[src/rtl/intra_mb_scheduler_pkg.sv]
// Shared types and geometry helpers for the intra-prediction path
// (scheduler, saver and predictors).
package intra_pkg;

  typedef enum logic [2:0] {
    IDLE,
    START,
    WAIT_PRED,
    SAVE,
    NEXT,
    DONE
  } state_t;

  localparam int MBNUM_W = 13;
  localparam int MBX_W   = 7;
  localparam int MBY_W   = 6;
  localparam int PIXX_W  = 11;
  localparam int PIXY_W  = 10;
  localparam int TMO_W   = 10;

  function automatic int mbs_per_row(input int length, input int mb_size_l);
    return length / mb_size_l;
  endfunction

  function automatic int mb_rows(input int width, input int mb_size_w);
    return width / mb_size_w;
  endfunction

  function automatic int mb_count(input int length, input int width,
                                  input int mb_size_l, input int mb_size_w);
    return mbs_per_row(length, mb_size_l) * mb_rows(width, mb_size_w);
  endfunction

  // MB sizes are powers of two, so pixel origins are a plain left shift.
  function automatic int mb_shift(input int mb_size);
    return $clog2(mb_size);
  endfunction

endpackage

[src/rtl/intra_mb_scheduler_if.sv]
// Bundle between the frame scheduler and its environment (frame control,
// prediction datapath, residue/mode saver).
interface intra_mb_scheduler_if;
  import intra_pkg::*;

  // Handshakes: pred_start is a one-cycle pulse answered later by a
  // one-cycle pred_done. save_enable is a valid that stays high until a
  // cycle where save_ready is also high; that cycle is the single transfer,
  // and save_enable is low from the following cycle.
  logic               frame_start;
  logic               pred_start;
  logic               pred_done;
  logic               save_enable;
  logic               save_ready;
  logic [MBNUM_W-1:0] mbnumber;
  logic [MBX_W-1:0]   mb_x;
  logic [MBY_W-1:0]   mb_y;
  logic [PIXX_W-1:0]  pix_x;
  logic [PIXY_W-1:0]  pix_y;
  logic               busy;
  logic               frame_done;
  logic               err;
  state_t             dbg_state;

  modport master (
    output frame_start, pred_done, save_ready,
    input  pred_start, save_enable, mbnumber, mb_x, mb_y, pix_x, pix_y,
           busy, frame_done, err, dbg_state
  );

  modport slave (
    input  frame_start, pred_done, save_ready,
    output pred_start, save_enable, mbnumber, mb_x, mb_y, pix_x, pix_y,
           busy, frame_done, err, dbg_state
  );

endinterface

[src/rtl/intra_mb_scheduler_mb_raster_counter.sv]
// Raster-order macroblock position: linear index plus column/row kept in
// step, so consumers never divide or take a modulo.
module mb_raster_counter
  import intra_pkg::*;
#(
  parameter int MBS_PER_ROW = 80,
  parameter int MB_COUNT    = 3600
) (
  input  logic               clk,
  input  logic               reset,
  input  logic               clear,
  input  logic               advance,
  output logic [MBNUM_W-1:0] mbnumber,
  output logic [MBX_W-1:0]   mb_x,
  output logic [MBY_W-1:0]   mb_y,
  output logic               last
);

  localparam logic [MBNUM_W-1:0] LAST_NUM = MBNUM_W'(MB_COUNT - 1);
  localparam logic [MBX_W-1:0]   LAST_X   = MBX_W'(MBS_PER_ROW - 1);

  always_ff @(posedge clk) begin
    if (reset || clear) begin
      mbnumber <= '0;
      mb_x     <= '0;
      mb_y     <= '0;
    end else if (advance) begin
      mbnumber <= mbnumber + 1'b1;
      if (mb_x == LAST_X) begin
        mb_x <= '0;
        mb_y <= mb_y + 1'b1;
      end else begin
        mb_x <= mb_x + 1'b1;
      end
    end
  end

  assign last = (mbnumber == LAST_NUM);

endmodule

[src/rtl/intra_mb_scheduler.sv]
// Frame-level sequencer: walks one frame's macroblocks in raster order,
// starts prediction per MB, and hands each finished MB to the saver.
module intra_mb_scheduler
  import intra_pkg::*;
#(
  parameter int LENGTH    = 1280,
  parameter int WIDTH     = 720,
  parameter int MB_SIZE_L = 16,
  parameter int MB_SIZE_W = 16,
  parameter int TIMEOUT   = 1023
) (
  input logic                  clk,
  input logic                  reset,
  intra_mb_scheduler_if.slave  bus
);

  localparam int MBS_PER_ROW = mbs_per_row(LENGTH, MB_SIZE_L);
  localparam int MB_COUNT    = mb_count(LENGTH, WIDTH, MB_SIZE_L, MB_SIZE_W);
  localparam int SHIFT_L     = mb_shift(MB_SIZE_L);
  localparam int SHIFT_W     = mb_shift(MB_SIZE_W);
  localparam logic [TMO_W-1:0] TMO_LIMIT = TMO_W'(TIMEOUT);

  state_t             state, state_next;
  logic [TMO_W-1:0]   tmo_cnt;
  logic               clr_pos, adv_pos, timeout_hit, last;
  logic               pred_start_q, save_enable_q, busy_q, frame_done_q, err_q;
  logic [MBNUM_W-1:0] mbnumber;
  logic [MBX_W-1:0]   mb_x;
  logic [MBY_W-1:0]   mb_y;

  mb_raster_counter #(
    .MBS_PER_ROW (MBS_PER_ROW),
    .MB_COUNT    (MB_COUNT)
  ) u_pos (
    .clk      (clk),
    .reset    (reset),
    .clear    (clr_pos),
    .advance  (adv_pos),
    .mbnumber (mbnumber),
    .mb_x     (mb_x),
    .mb_y     (mb_y),
    .last     (last)
  );

  always_comb begin
    state_next  = state;
    clr_pos     = 1'b0;
    adv_pos     = 1'b0;
    timeout_hit = 1'b0;
    case (state)
      IDLE: begin
        if (bus.frame_start) begin
          clr_pos    = 1'b1;
          state_next = START;
        end
      end
      START:     state_next = WAIT_PRED;
      WAIT_PRED: begin
        // A completion arriving on the timeout cycle still counts.
        if (bus.pred_done) begin
          state_next = SAVE;
        end else if (tmo_cnt == TMO_LIMIT) begin
          timeout_hit = 1'b1;
          state_next  = NEXT;
        end
      end
      SAVE: begin
        if (bus.save_ready) state_next = NEXT;
      end
      NEXT: begin
        if (last) begin
          state_next = DONE;
        end else begin
          adv_pos    = 1'b1;
          state_next = START;
        end
      end
      DONE:    state_next = IDLE;
      default: state_next = IDLE;
    endcase
  end

  // Control outputs are decoded from the next state so they leave flops
  // aligned with the state they describe.
  always_ff @(posedge clk) begin
    if (reset) begin
      state         <= IDLE;
      tmo_cnt       <= '0;
      pred_start_q  <= 1'b0;
      save_enable_q <= 1'b0;
      busy_q        <= 1'b0;
      frame_done_q  <= 1'b0;
      err_q         <= 1'b0;
    end else begin
      state <= state_next;
      if (state == START) begin
        tmo_cnt <= '0;
      end else if (state == WAIT_PRED) begin
        tmo_cnt <= tmo_cnt + 1'b1;
      end
      pred_start_q  <= (state_next == START);
      save_enable_q <= (state_next == SAVE);
      busy_q        <= (state_next != IDLE);
      frame_done_q  <= (state_next == DONE);
      if (clr_pos) begin
        err_q <= 1'b0;
      end else if (timeout_hit) begin
        err_q <= 1'b1;
      end
    end
  end

  assign bus.pred_start  = pred_start_q;
  assign bus.save_enable = save_enable_q;
  assign bus.busy        = busy_q;
  assign bus.frame_done  = frame_done_q;
  assign bus.err         = err_q;
  assign bus.mbnumber    = mbnumber;
  assign bus.mb_x        = mb_x;
  assign bus.mb_y        = mb_y;
  assign bus.pix_x       = PIXX_W'(mb_x) << SHIFT_L;
  assign bus.pix_y       = PIXY_W'(mb_y) << SHIFT_W;
  assign bus.dbg_state   = state;

endmodule

[src/flat_wrapper.sv]
// flat-port wrapper written by rule: the top's interface ports become plain ports
module intra_mb_scheduler_flat import intra_pkg::*;
#(
  parameter int LENGTH    = 1280,
  parameter int WIDTH     = 720,
  parameter int MB_SIZE_L = 16,
  parameter int MB_SIZE_W = 16,
  parameter int TIMEOUT   = 1023
)
  (clk, reset, bus_frame_start, bus_pred_done, bus_save_ready, bus_pred_start, bus_save_enable, bus_mbnumber, bus_mb_x, bus_mb_y, bus_pix_x, bus_pix_y, bus_busy, bus_frame_done, bus_err, bus_dbg_state);
  intra_mb_scheduler_if bus_i ();
  input logic clk;
  input logic reset;
  input wire logic [$bits(bus_i.frame_start)-1:0] bus_frame_start;
  input wire logic [$bits(bus_i.pred_done)-1:0] bus_pred_done;
  input wire logic [$bits(bus_i.save_ready)-1:0] bus_save_ready;
  output wire logic [$bits(bus_i.pred_start)-1:0] bus_pred_start;
  output wire logic [$bits(bus_i.save_enable)-1:0] bus_save_enable;
  output wire logic [$bits(bus_i.mbnumber)-1:0] bus_mbnumber;
  output wire logic [$bits(bus_i.mb_x)-1:0] bus_mb_x;
  output wire logic [$bits(bus_i.mb_y)-1:0] bus_mb_y;
  output wire logic [$bits(bus_i.pix_x)-1:0] bus_pix_x;
  output wire logic [$bits(bus_i.pix_y)-1:0] bus_pix_y;
  output wire logic [$bits(bus_i.busy)-1:0] bus_busy;
  output wire logic [$bits(bus_i.frame_done)-1:0] bus_frame_done;
  output wire logic [$bits(bus_i.err)-1:0] bus_err;
  output wire logic [$bits(bus_i.dbg_state)-1:0] bus_dbg_state;
  assign bus_i.frame_start = bus_frame_start;
  assign bus_i.pred_done = bus_pred_done;
  assign bus_i.save_ready = bus_save_ready;
  assign bus_pred_start = bus_i.pred_start;
  assign bus_save_enable = bus_i.save_enable;
  assign bus_mbnumber = bus_i.mbnumber;
  assign bus_mb_x = bus_i.mb_x;
  assign bus_mb_y = bus_i.mb_y;
  assign bus_pix_x = bus_i.pix_x;
  assign bus_pix_y = bus_i.pix_y;
  assign bus_busy = bus_i.busy;
  assign bus_frame_done = bus_i.frame_done;
  assign bus_err = bus_i.err;
  assign bus_dbg_state = bus_i.dbg_state;
  intra_mb_scheduler #(.LENGTH(LENGTH), .WIDTH(WIDTH), .MB_SIZE_L(MB_SIZE_L), .MB_SIZE_W(MB_SIZE_W), .TIMEOUT(TIMEOUT)) u_core (.clk(clk), .reset(reset), .bus(bus_i));
endmodule
[config.mk]
export PLATFORM = sky130hd
export DESIGN_NAME = intra_mb_scheduler_flat
export DESIGN_NICKNAME = d
export VERILOG_FILES = /design/src/rtl/intra_mb_scheduler_pkg.sv /design/src/rtl/intra_mb_scheduler_if.sv /design/src/rtl/intra_mb_scheduler_mb_raster_counter.sv /design/src/rtl/intra_mb_scheduler.sv /design/src/flat_wrapper.sv
export SDC_FILE = /design/constraint.sdc
export NUM_CORES = 1
export LEC_CHECK = 0
export BUFFER_PORTS_ARGS = -buffer_cell sky130_fd_sc_hd__buf_2
export CORE_MARGIN = 2
export CORE_UTILIZATION = 40
export CTS_CLUSTER_SIZE = 24
export DETAILED_ROUTE_END_ITERATION = 10
export PLACE_DENSITY_LB_ADDON = 0.12
export RECOVER_POWER = 25
export SLEW_MARGIN = 5
export SYNTH_ARGS = -nofsm -noshare
export SYNTH_HDL_FRONTEND = slang
export SYNTH_SLANG_ARGS = --single-unit
[constraint.sdc]
create_clock -name clk -period 2.6 [get_ports clk]
set_input_delay 0.78 -clock clk [delete_from_list [all_inputs] [get_ports clk]]
set_output_delay 0.78 -clock clk [all_outputs]
set_load 0.01 [all_outputs]
==> metrics.cfg <==
[status]
status = finished, final reports clean

[critical_path]
path_class = flip-flop to flip-flop
end_kind = flip-flop
critPathRequiredTime_ps = 2820
critical_path.max_fanout = 6
start_kind = flip-flop
critPathArrivalTime_ps = 2330

[grt]
grt_pass1_wl_um = 8210
grt_pass1_vias = 1736
antenna_found_initial = 0
grt_overflow = 0
grtUsageTotal_pct = 16.0
grt_max_degree = 19

[routing]
avgViaCountPerCell = 5.22
drt_iter0_drc = 92
first_pass_iters = 4
top_layer = met4
route.met3.wl_um = 214
wl_met2_um = 2060
drt-wirelength-per-cell_um = 12.9
drtAntennaViolNets = 0
num_vias = 1956
routed_wirelength_um = 4850
drc = 0
met1_length_um = 2550

[clock_tree]
cts_inserted_buffers = 5
clk_pin_slew_worst_paths_ps = 80
clockRootBuffer = clkbuf_8
cts_setup_buffers = 0
cts_buffer_depth = 2
cts.sink_count = 44
cts_resized = 0
postCtsHoldBufs = 0
clock_latency_ps = 290
cts_tree = built
cts_max_level = 2

[synthesis]
synth_edf_count = 0
synth.avg_cell_area_sq_um = 8.79
async_flop_share_pct = 0
yosys.area.top_type = dfxtp_1
synthCells = 265
yosys_register_bits = 44
yosys.cell_types.count = 54
synth_top_area_share_pct = 37.8
synth_flop_cell = dfxtp_1
synthTopCellsByArea = dfxtp_1 38%, buf_4 6.8%, nor2_1 3.7%, a21oi_1 3.0%, nand3_1 2.8%
synth_warnings = 0
syn_area_sq_um = 2330
ys_seq_area_share_pct = 37.8

[finish]
fin_area_sq_um = 2610
n_antenna_cell = 0
instances_no_fill = 375
fin_nets = 312
drive_above_1_share_pct = 24.4
final_util_pct = 46.8
area_delta_synth_final_pct = 11.9
fill_cells = 593

[timing]
max_freq_mhz = 476
worstMarginPinSlew_ps = 874
fin_crit_ps = 2100
fin_setup_tns_ps = 0
hold_viol_final = 0
rsz0062_at_grt = false
setup_violations = 0
finalMaxSlewViolations = 0
fin_skew_ps = 4.00
relSlewSlack_pct = 41.6
period_share_pct = 80.9

[min_path]
hp-class = flip-flop to flip-flop

[floorplanning]
io_pins = 60
dieHeight_um = 80.3
placementRows = 27
core-area_sq_um = 5570
die-width_um = 80.3
die_area_sq_um = 6450
initial_core_util_pct = 41.8

[pwr]
power_density_nw_per_um2 = 528
p_leak_nw = 0.956
power.total_mw = 1.38
ir_worst_vdd_uv = 267

[flow_run]
cap_violations = 0

[placement]
place.gp.congestion = 0.808
portBuffers = 51
place_inst = 368
hpwl_um = 3550
placed_cell_area_sq_um = 2500

==> metal layers <==
layer | vias up | global-route usage [%]
met5 | - | 0
met2 | 52 | 24.2
met4 | 0 | 5.08
li1 | 1005 | -
met3 | 2 | 2.70
met1 | 897 | 23.1
==> path summary, 6_finish.rpt <==
kind | slack, ps | to | depth (start not counted) | start
worst max-delay path | 500 | u_core.u_pos.mb_y[5]$_SDFFE_PP0P_ | 5 | u_core.u_pos.mbnumber[1]$_SDFFE_PP0P_
worst min register to register | 500 | u_core.u_pos.mb_y[5]$_SDFFE_PP0P_ | 2 | u_core.u_pos.mb_y[5]$_SDFFE_PP0P_
worst max register to register | 500 | u_core.u_pos.mb_y[5]$_SDFFE_PP0P_ | 5 | u_core.u_pos.mbnumber[1]$_SDFFE_PP0P_
worst min-delay path | 500 | u_core.u_pos.mb_y[5]$_SDFFE_PP0P_ | 2 | u_core.u_pos.mb_y[5]$_SDFFE_PP0P_
==> Yosys cell counts (3+ instances only) <==
| master | number |
|---|---|
| nor4_1 | 4 |
| nand2b_1 | 3 |
| xor2_1 | 5 |
| ha_1 | 4 |
| and3_1 | 3 |
| or3_1 | 4 |
| clkbuf_1 | 5 |
| or4_2 | 3 |
| a21oi_1 | 14 |
| or3_2 | 5 |
| or4_1 | 7 |
| o31ai_1 | 8 |
| inv_1 | 5 |
| nor2_1 | 23 |
| dfxtp_1 | 44 |
| nand2_1 | 14 |
| nand4_1 | 9 |
| a21oi_2 | 6 |
| nand3b_1 | 3 |
| nand3_1 | 13 |
| nor3_1 | 6 |
| xnor2_1 | 7 |
| and2_1 | 3 |
| o21ai_0 | 8 |
| buf_4 | 21 |
==> logic make-up after synthesis <==
logic type                 after synthesis  share of synthesized area, %
muxes                                    1                         0.430
buffers and inverters                   36                          10.7
xor gates and xnor gates                12                          4.51
AOI/OAI and AO/OA                       50                          14.6
and+or+nand+nor                        117                          29.6
other                                    1                         0.161
DFF                                     44                          37.8
adders and majority gates                4                          2.15
==> worst max-delay path, stage by stage (launching register included) <==
cell and delay (ps):
dfxtp_1 430, ha_1 270, or4b_4 520, or3_2 500, nand4_1 140, mux2i_1 170
==> flip-flops by register name, indices dropped and copies added (netlist names) <==
register	cells
u_core.u_pos.mb_y	6
u_core.bus.busy	1
u_core.u_pos.mb_x	7
u_core.bus.err	1
u_core.tmo_cnt	10
u_core.bus.frame_done	1
u_core.bus.save_enable	1
u_core.u_pos.mbnumber	13
u_core.bus.dbg_state	3
u_core.bus.pred_start	1
==> placed cells by master, fill, tap and decap left out, drive strengths merged, types with 2 or more instances in the layout <==
master	netlist	routed
a21o	2	2
a21oi	20	20
a31oi	2	2
and2	3	3
and3	4	4
buf	25	42
bufinv	0	2
clkbuf	6	18
conb	1	8
dfxtp	44	44
ha	4	4
inv	5	5
nand2	16	16
nand2b	3	3
nand3	13	13
nand3b	3	3
nand4	9	9
nor2	23	23
nor2b	2	2
nor3	6	6
nor3b	3	3
nor4	4	4
o211ai	2	2
o21ai	12	12
o31ai	9	9
or2	2	2
or3	9	9
or3b	2	2
or4	10	10
or4b	2	2
xnor2	7	7
xor2	5	5
==> area by class of cell <==
class / instances / area (sq um) / share of cell area (%)
clock inverters: 2 / 60.1 / 2.30
well taps: 72 / 90.1 / 3.45
multi-input cells: 192 / 1220 / 46.8
inverters: 5 / 18.8 / 0.720
clock buffers: 5 / 68.8 / 2.64
flip-flops and latches: 44 / 881 / 33.8
repair buffers: 55 / 269 / 10.3
==> metrics by stage <==
stage	setup slack, ps	hold slack [ps]
final	498	498
after global routing	305	519
after CTS	508	496
after detailed placement	426	484
after global placement	449	472
after floorplan	579	458
==> report_power, final <==
| group | internal, mW | switching (mW) | leakage [nW] |
|---|---|---|---|
| combinational | 0.0266 | 0.0541 | 0.536 |
| clock | 0.378 | 0.224 | 0.0642 |
| sequential | 0.682 | 0.0128 | 0.355 |
| total | 1.09 | 0.291 | 0.956 |
Power figures use the tool's default switching activity.
